File: src/rtl/jtdd_sdram_pkg.sv
// Shared definitions for the SDRAM ROM arbiter: FSM state encodings and default bus widths.
package jtdd_sdram_pkg;

    localparam int DEF_AW = 22;
    localparam int DEF_DW = 32;

    typedef enum logic [1:0] {
        ST_IDLE = 2'd0,
        ST_REQ  = 2'd1,
        ST_WAIT = 2'd2
    } arb_state_e;

endpackage

File: src/rtl/jtdd_slot_cache.sv
// One-word cache for a single ROM requester: tag/valid/data registers, hit compare and slot_ok flag.
module jtdd_slot_cache
    import jtdd_sdram_pkg::*;
#(
    parameter int AW = DEF_AW,
    parameter int DW = DEF_DW
) (
    input  logic          clk,
    input  logic          rst,
    input  logic          flush,
    input  logic          cs,
    input  logic [AW-1:0] addr,
    input  logic          fill_en,
    input  logic [AW-1:0] fill_addr,
    input  logic [DW-1:0] fill_data,
    output logic          hit,
    output logic [DW-1:0] dout,
    output logic          ok
);

    logic          valid_q, valid_d;
    logic [AW-1:0] tag_q, tag_d;
    logic [DW-1:0] data_q, data_d;
    logic          ok_q, ok_d;

    assign hit  = valid_q & (tag_q == addr);
    assign dout = data_q;
    assign ok   = ok_q;

    // A fill answers the requester in the same edge it is written, so slot_ok
    // rises the cycle right after data_rdy when the address still matches.
    always_comb begin
        valid_d = valid_q;
        tag_d   = tag_q;
        data_d  = data_q;
        if (fill_en) begin
            valid_d = 1'b1;
            tag_d   = fill_addr;
            data_d  = fill_data;
        end
        if (flush) begin
            valid_d = 1'b0;
        end
        ok_d = cs & ~flush & (fill_en ? (fill_addr == addr) : hit);
    end

    always_ff @(posedge clk) begin
        if (rst) begin
            valid_q <= 1'b0;
            tag_q   <= '0;
            data_q  <= '0;
            ok_q    <= 1'b0;
        end else begin
            valid_q <= valid_d;
            tag_q   <= tag_d;
            data_q  <= data_d;
            ok_q    <= ok_d;
        end
    end

endmodule

File: src/rtl/jtdd_sdram_arb.sv
// Round-robin arbiter sharing one SDRAM read port among SLOTS cached ROM requesters.
module jtdd_sdram_arb
    import jtdd_sdram_pkg::*;
#(
    parameter int SLOTS = 4,
    parameter int AW    = DEF_AW,
    parameter int DW    = DEF_DW
) (
    input  logic                clk,
    input  logic                rst,
    input  logic [SLOTS-1:0]    slot_cs,
    input  logic [SLOTS*AW-1:0] slot_addr,
    output logic [SLOTS*DW-1:0] slot_dout,
    output logic [SLOTS-1:0]    slot_ok,
    input  logic                downloading,
    output logic                sdram_req,
    output logic [AW-1:0]       sdram_addr,
    input  logic                sdram_ack,
    input  logic                data_rdy,
    input  logic [DW-1:0]       data_read,
    output logic                refresh_en
);

    localparam int PW = $clog2(SLOTS);

    arb_state_e    state_q, state_d;
    logic [PW-1:0] grant_q, grant_d;
    logic [PW-1:0] ptr_q, ptr_d;
    logic          req_q, req_d;
    logic [AW-1:0] addr_q, addr_d;
    logic          refresh_q, refresh_d;

    logic [SLOTS-1:0] hit;
    logic [SLOTS-1:0] pending;
    logic [SLOTS-1:0] fill_en;
    logic             fill_now;
    logic [PW-1:0]    pick;
    logic             pick_vld;
    logic [PW-1:0]    grant_next;
    logic [PW:0]      scan;
    logic [AW-1:0]    addr_arr [SLOTS];

    // The slot being served is masked out of pending so its own outstanding
    // miss cannot be granted a second time while the transfer is in flight.
    for (genvar n = 0; n < SLOTS; n++) begin : g_slot
        assign addr_arr[n] = slot_addr[n*AW +: AW];
        assign pending[n]  = slot_cs[n] & ~hit[n] &
                             ~((state_q != ST_IDLE) & (grant_q == PW'(n)));
        assign fill_en[n]  = fill_now & (grant_q == PW'(n));

        jtdd_slot_cache #(
            .AW (AW),
            .DW (DW)
        ) u_cache (
            .clk       (clk),
            .rst       (rst),
            .flush     (downloading),
            .cs        (slot_cs[n]),
            .addr      (addr_arr[n]),
            .fill_en   (fill_en[n]),
            .fill_addr (addr_q),
            .fill_data (data_read),
            .hit       (hit[n]),
            .dout      (slot_dout[n*DW +: DW]),
            .ok        (slot_ok[n])
        );
    end

    always_comb begin
        pick     = ptr_q;
        pick_vld = 1'b0;
        scan     = '0;
        for (int i = 0; i < SLOTS; i++) begin
            scan = {1'b0, ptr_q} + (PW+1)'(i);
            if (scan >= (PW+1)'(SLOTS)) begin
                scan = scan - (PW+1)'(SLOTS);
            end
            if (!pick_vld && pending[scan[PW-1:0]]) begin
                pick     = scan[PW-1:0];
                pick_vld = 1'b1;
            end
        end
    end

    assign grant_next = (grant_q == PW'(SLOTS-1)) ? '0 : grant_q + 1'b1;

    // An ack arriving together with data_rdy is taken as ack followed by data,
    // so the store happens straight from REQ without visiting WAIT.
    always_comb begin
        state_d  = state_q;
        grant_d  = grant_q;
        ptr_d    = ptr_q;
        req_d    = req_q;
        addr_d   = addr_q;
        fill_now = 1'b0;
        case (state_q)
            ST_IDLE: begin
                if (!downloading && pick_vld) begin
                    grant_d = pick;
                    addr_d  = addr_arr[pick];
                    req_d   = 1'b1;
                    state_d = ST_REQ;
                end
            end
            ST_REQ: begin
                if (sdram_ack) begin
                    req_d = 1'b0;
                    if (data_rdy) begin
                        fill_now = 1'b1;
                        ptr_d    = grant_next;
                        state_d  = ST_IDLE;
                    end else begin
                        state_d = ST_WAIT;
                    end
                end
            end
            ST_WAIT: begin
                if (data_rdy) begin
                    fill_now = 1'b1;
                    ptr_d    = grant_next;
                    state_d  = ST_IDLE;
                end
            end
            default: state_d = ST_IDLE;
        endcase
        if (downloading) begin
            state_d  = ST_IDLE;
            req_d    = 1'b0;
            fill_now = 1'b0;
        end
        refresh_d = (state_q == ST_IDLE) & ~(|pending) & ~downloading;
    end

    always_ff @(posedge clk) begin
        if (rst) begin
            state_q   <= ST_IDLE;
            grant_q   <= '0;
            ptr_q     <= '0;
            req_q     <= 1'b0;
            addr_q    <= '0;
            refresh_q <= 1'b0;
        end else begin
            state_q   <= state_d;
            grant_q   <= grant_d;
            ptr_q     <= ptr_d;
            req_q     <= req_d;
            addr_q    <= addr_d;
            refresh_q <= refresh_d;
        end
    end

    assign sdram_req  = req_q;
    assign sdram_addr = addr_q;
    assign refresh_en = refresh_q;

endmodule
File: config.mk
export PLATFORM = sky130hd
export DESIGN_NAME = jtdd_sdram_arb
export DESIGN_NICKNAME = d
export VERILOG_FILES = /design/src/rtl/jtdd_sdram_pkg.sv /design/src/rtl/jtdd_slot_cache.sv /design/src/rtl/jtdd_sdram_arb.sv
export SDC_FILE = /design/constraint.sdc
export NUM_CORES = 1
export LEC_CHECK = 0
export BUFFER_PORTS_ARGS = -buffer_cell sky130_fd_sc_hd__buf_2
export CAP_MARGIN = 25
export CORE_UTILIZATION = 49
export DETAILED_ROUTE_END_ITERATION = 7
export HOLD_SLACK_MARGIN = 0.12
export PLACE_DENSITY = 0.77
export SYNTH_ARGS = -nofsm -noshare
export SYNTH_HDL_FRONTEND = slang
export SYNTH_SLANG_ARGS = --single-unit
File: constraint.sdc
create_clock -name clk -period 2.4 [get_ports clk]
set_clock_uncertainty 0.2 [all_clocks]
set_input_delay 0.24 -clock clk [delete_from_list [all_inputs] [get_ports clk]]
set_output_delay 0.24 -clock clk [all_outputs]
set_load 0.01 [all_outputs]
==> results of run 1 <==
-- worst register-to-register path, stage by stage, from the launching register on --
cell	delay (ps)
dfxtp_1	310
xor2_1	200
nor4_2	390
nand4_1	210
o21a_2	330
a311oi_4	380
buf_6	190
clkbuf_16	150
o21ai_1	100
a2111o_1	410
o211ai_2	70
-- area by class of cell --
class | count | area (um2) | share of cell area, %
tap | 319 | 399 | 2.24
sequential | 254 | 5090 | 28.6
inverter | 9 | 33.8 | 0.190
antenna | 7 | 17.5 | 0.0984
clock buffer | 41 | 810 | 4.55
multi-input combinational | 1121 | 6730 | 37.8
clock inverter | 8 | 144 | 0.808
timing repair buffer | 619 | 4570 | 25.7
-- registers in the layout, summed over array words and instances, names as in the netlist, 2 cells and up --
signal,cells
g_slot.u_cache.dout,128
g_slot.u_cache.ok,4
g_slot.u_cache.tag_q,88
g_slot.u_cache.valid_q,4
grant_q,2
ptr_q,2
sdram_addr,22
state_q,2
-- how the worst min path moves through the flow --
stage                                      end  slack [ps]  cells past startpoint
floorplan                 g_slot[2].u_cache.ok         150                      2
global placement    g_slot[1].u_cache.dout[11]         240                      2
detailed placement   g_slot[0].u_cache.dout[5]         240                      2
CTS                              sdram_addr[5]         120                      5
global route                     sdram_addr[5]         150                      5
finish                           sdram_addr[5]         140                      5
-- cells by family (layout without fill, tap and decap cells) --
kind of cell | count (synthesis) | in the layout | share of synthesized area (%)
AND/OR/NAND/NOR | 587 | 587 | 20.4
AO/OA/AOI/OAI | 327 | 327 | 17.2
flip-flops | 254 | 254 | 42.4
XOR/XNOR | 176 | 176 | 12.9
buffers and inverters | 126 | 677 | 4.32
multiplexers | 23 | 23 | 1.92
adder cells (fa/ha/maj) | 8 | 8 | 0.835
other | 0 | 7 | 0
-- power groups by stage --
stage	Clock, uW	Combinational [uW]	Sequential, uW
final	4440	1790	4340
after global routing	4630	1860	4340
after CTS	4470	1660	4340
after detailed placement	0	1440	4430
after global placement	0	1420	4430
after floorplan	0	699	4400
-- placed cells by master (no fill, tap or decap), drive strengths merged, types with 9 or more instances in the layout --
| cell type | n |
|---|---|
| dlygate4sd3 | 123 |
| inv | 9 |
| o211ai | 25 |
| xnor2 | 98 |
| xor2 | 78 |
| nand3 | 23 |
| o21ai | 28 |
| nand4 | 32 |
| a21oi | 226 |
| buf | 495 |
| nor2 | 15 |
| nand2 | 468 |
| nor4 | 25 |
| mux2i | 23 |
| clkbuf | 42 |
| a2111o | 20 |
| dfxtp | 254 |
-- per-stage QoR --
stage | area [um2] | std cells | hold slack (ps)
finish | 17800 | 2378 | 136
global route | 17800 | 2375 | 146
CTS | 17600 | 2365 | 121
detailed placement | 15200 | 2186 | 243
global placement | 15200 | 2186 | 238
floorplan | 12100 | 1501 | 154
-- cells in the mapped netlist, types with 2 or more instances --
master	number	area, um2
a2111o_1	20	225
a211o_1	2	17.5
a21boi_0	4	30.0
a21o_1	2	15.0
a21oi_1	226	1130
and2_1	2	12.5
and3_1	5	31.3
and4_1	2	17.5
buf_1	5	18.8
buf_2	8	40.0
buf_4	5	37.5
buf_6	2	22.5
clkbuf_1	96	360
dfxtp_1	254	5080
ha_1	8	100
inv_1	9	33.8
mux2i_1	23	230
nand2_1	468	1760
nand3_1	23	115
nand4_1	32	200
nor2_1	15	56.3
nor2b_1	2	12.5
nor3_1	8	40.0
nor4_1	24	150
o211ai_1	6	45.0
o211ai_2	19	238
o21a_1	7	52.6
o21ai_0	7	35.0
o21ai_1	21	105
o221ai_1	2	17.5
xnor2_1	98	858
xor2_1	78	683
-- layer usage --
metal  GRT usage [%]  up-vias
met1            42.5     6397
met5               0        -
met2            61.4      915
li1                -     6111
met3            8.63      235
met4            21.2        4
-- timing repair --
| action | 4_1_cts | 5_1_grt |
|---|---|---|
| cloned | 1 | 1 |
| setup endpoints to repair | 249 | 52 |
| setup buffers | 7 | 6 |
| resized for setup | 27 | 24 |
| pin swaps | 10 | 7 |
| endpoints found under the hold margin | 161 | 0 |
| hold buffers | 123 | 0 |
==> metrics.csv, run 1 <==
metric,value,unit
netlist_area,0.0120,mm2
finalCoreUtilization,74.9,%
ys.flop_type,dfxtp_1,
syn_avg_cell_area,7.99,um2
crit_path_top_delay_cell,a2111o_1,
first_global_vias,13300,
drive_gt1_share,30.2,%
ir_worst_vdd,0.628,mV
die_w,158,um
top_layer,met5,
p_comb_share,16.9,%
min_period_over_period,126,%
cts.htree.levels,1,
clock_latency,570,ps
critical_path_class,flip-flop to flip-flop,
cap_violations,0,
ant_nets,0,
worstMarginPinSlew,546,ps
wirelength,47.9,mm
worstHoldStart,slot_addr[49],
relSlewSlack,63.3,%
outcome,"complete, but fails checks",
fmaxAchievable,329,MHz
worstSetupStartpointType,flip-flop,
synth_edf_count,0,
cts_buffers,28,
crit_cells,10,
synthArstFlopShare,0,%
ios,285,
clkTransAtPathRegs,60,ps
total_leakage_power,0.00734,uW
numPortBuffers,284,
wl_met2,22.3,mm
switchingPower,2800,uW
cts_sinks,254,
grt_pass1_wl,70.6,mm
p_total,10600,uW
crit_path_end,sdram_addr[10],
grtUsageTotal,36.6,%
die_h,158,um
swShare,26.5,%
post_drt_wl_per_cell,20.1,um
pwr-share-seq,41.1,%
maxSlewViolCount,0,
gp_congestion,0.947,
fin_crit,3040,ps
fin_ws,-636,ps
setup_violations,27,
syn-num-nets,1638,
antenna_found_initial,8,
clockBufferDepth,3,
fin_tns_setup,-13070,ps
clkPwrFrac,42.0,%
rr_endpoint,sdram_addr[10],
initial_core_util,50.5,%
drc,0,
crit_required,2680,ps
synth_seq_area_share,42.4,%
crit_start,g_slot[2].u_cache.tag_q[1],
cp_num_buf_inv,2,
dp_hpwl,30.8,mm
crit_arrival,3310,ps
netlist_instances,1501,
dr.first_iter.drc_count,1256,
grt_setup_unrepaired,true,
dr_wl_met3,4.84,mm
p_int,7770,uW
yosysWarnings,0,
grt_overflow,0,
area_growth,48.4,%
rows,56,
timing_hold_violations_final,0,
ff2ff_path_depth,10,
cp-end-kind,flip-flop,
yosysUniqueCellTypes,50,
path_cells,xor2_1 -> nor4_2 -> nand4_1 -> o21a_2 -> a311oi_4 -> buf_6 -> clkbuf_16 -> o21ai_1 -> a2111o_1 -> o211ai_2,
critPathMaxStageDelay,410,ps
cp_top_family,compound AO/OA/AOI/OAI gates,
ys_seq_elements,254,
root_buffer,clkbuf_16,
violations,negative setup slack,
place_ws,-567,ps
grt_max_degree,80,
wl_met1,17.7,mm
viasPerCell,5.75,
die-area,0.0251,mm2
regToRegStartpoint,g_slot[2].u_cache.tag_q[1],
path_max_fanout,5,
hold_path.class,input port to flip-flop,
power.density,594,mW/mm2
fillCellCount,1580,
first_pass_iters,8,
fp.coreArea,0.0238,mm2
fin_nets,2170,
cts_tree,done,
vias,13700,
rrSetupSlack,-640,ps
Note: power is estimated with default switching activity, not from simulation.
==> run 2: changes to the inputs <==
- PLACE_DENSITY: 0.77 -> 0.81
==> run 2 against run 1 <==
Against the previous run:
- largest cell class unchanged
- power rose by 4.4%
- final cell count is 0.21% higher
- count of clock-buffer cells in the layout shrank 2
- largest power group unchanged
- first-iteration DRC count grew 33%
- the run still ends with negative setup slack left
==> metrics.csv, run 2 (synthesis results as in run 1) <==
metric,value,unit,change
die_w,158,um,unchanged
p_total,11000,uW,+4.4%
antenna_found_initial,7,,-1
ir_worst_vdd,0.535,mV,-15%
clock_latency,560,ps,about the same
vias,14200,,+4.1%
crit_arrival,3560,ps,+250 ps
placed_cell_area,0.0152,mm2,-0.25%
setup_violations,29,,+7.4%
met1_usage,43.8,%,+1.3 points
first_global_vias,13700,,+2.7%
root_buffer,clkbuf_16,,
crit_path_top_delay_cell,nor4_4,,
initial_core_util,50.5,%,unchanged
placed_cells,2186,,unchanged
clkTransAtPathRegs,70,ps,about the same
gp_congestion,0.983,,+3.8%
rows,56,,unchanged
ant_nets,0,,unchanged
grt_pass1_wl,73.2,mm,+3.6%
cts_buffers,28,,unchanged
ff2ff_path_depth,11,,+1
numPortBuffers,284,,unchanged
grt_most_used_layer,met2,,
viasPerCell,5.97,,+3.8%
cap_violations,0,,unchanged
mostFrequentLayoutCells,"463 x nand2_1, 283 x buf_2, 245 x dfxtp_1",,
use_met3,9.39,%,+0.76 points
total_leakage_power,0.00746,uW,+1.7%
maxSlewViolCount,0,,unchanged
dr.first_iter.drc_count,1668,,+33%
relSlewSlack,58.5,%,-4.8 points
area_growth,51.6,%,
final_common_cell,nand2_1,,
fin_nets,2174,,+0.18%
grt_overflow,0,,unchanged
cts.htree.levels,1,,unchanged
outcome,"complete, but fails checks",,
cts_sinks,254,,unchanged
largest_register_ffs,128,,unchanged
path_max_fanout,6,,+1
fin_ws,-873,ps,-237 ps
grt_max_degree,95,,+19%
cp-end-kind,flip-flop,,
crit_required,2680,ps,about the same
drive_gt1_share,32.1,%,+1.9 points
drc,0,,unchanged
clockBufferDepth,3,,unchanged
violations,negative setup slack,,
critical_path_class,flip-flop to flip-flop,,
gr-usage-met2,63.1,%,+1.8 points
worstSetupStartpointType,flip-flop,,
first_pass_iters,6,,-2
fin_crit,3270,ps,+237 ps
timing_hold_violations_final,0,,unchanged
power.density,607,mW/mm2,+2.3%
post_drt_wl_per_cell,21.6,um,+7.4%
ios,285,,unchanged
die-area,0.0251,mm2,unchanged
grt_setup_unrepaired,true,,
hold_depth,5,,unchanged
fin_cells,2383,,+0.21%
final_area,0.0182,mm2,+2.1%
path_cells,xnor2_1 -> nand4_1 -> nor4_4 -> buf_4 -> a21oi_4 -> o311ai_4 -> buf_12 -> clkbuf_16 -> nand3_1 -> a2111o_1 -> o211ai_2,,
wirelength,51.5,mm,+7.6%
hold_path.class,input port to flip-flop,,
dp_hpwl,30.8,mm,about the same
die_h,158,um,unchanged
holdWs,112,ps,-24.0 ps
fp.coreArea,0.0238,mm2,unchanged
worstMarginPinSlew,621,ps,+75.8 ps
cts_tree,done,,
fmaxAchievable,305,MHz,-7.3%
min_period_over_period,136,%,+9.9 points
grtUsageTotal,37.9,%,+1.3 points
critPathMaxStageDelay,530,ps,+120 ps
run 2: cell types whose count changed in the layout (fill, tap and decap cells not counted), moves of 5 or more:
cell     change
mux2i_1      -5
mux2i_2      +7
nand3_1     -16
nand3_2      +8
nand3_4      +8
o21ai_1      -6
o21ai_2      +6
xnor2_1      -5
run 2: through the flow:
stage | setup WS, ps | setup TNS (ps) | util [%]
floorplan | -130 | -2550 | -
global placement | -601 | -29130 | 63.8
finish | -873 | -21090 | 76.5
detailed placement | -679 | -43810 | 63.8
CTS | -451 | -10610 | 74.7
global route | -870 | -21210 | 76.5
run 2: layer usage:
metal | wire length, um | share of wire (%) | vias to the layer above
li1 | - | - | 6114
met1 | 18400 | 36 | 6606
met2 | 23800 | 46 | 1137
met3 | 5600 | 11 | 349
met4 | 3730 | 7.2 | 10
met5 | 65 | 0.13 | -
run 2: power by group:
group | switching [uW] | total, uW | internal [uW]
Clock | 1840 | 4770 | 2930
Sequential | 92.3 | 4350 | 4260
Combinational | 1030 | 1910 | 884
run 2: layout make-up:
type                    count  area, um2
inverters                   9       33.8
diodes                      5       12.5
fillers                  1428       5580
clock buffers              39        823
multi-input cells        1121       6970
flip-flops and latches    254       5100
repair buffers            623       4630
well taps                 319        399
clock inverters            13        203
run 2: path summary, 6_finish.rpt:
| path | start | slack (ps) | to |
|---|---|---|---|
| worst max-delay path | g_slot[0].u_cache.tag_q[15] | -870 | sdram_addr[5] |
| worst min-delay path | slot_addr[50] | 110 | sdram_addr[6] |
| worst max register to register | g_slot[0].u_cache.tag_q[15] | -870 | sdram_addr[5] |
| worst min register to register | g_slot[3].u_cache.dout[28] | 250 | g_slot[3].u_cache.dout[28] |
run 2: critical path, delay by kind of cell (launching register included):
family                    cells  cell delay (ps)
and+or+nand+nor               3              970
AOI/OAI and AO/OA             4              910
xor gates and xnor gates      1              200
DFF                           1              330
buffers and inverters         3              590
run 2: repair_timing:
action,CTS,global route
gates resized for setup,41,65
buffers inserted,6,3
hold endpoints to repair,183,0
hold buffers,127,0
cloned,3,2
pin swaps,14,40
endpoints found under the setup margin,249,154
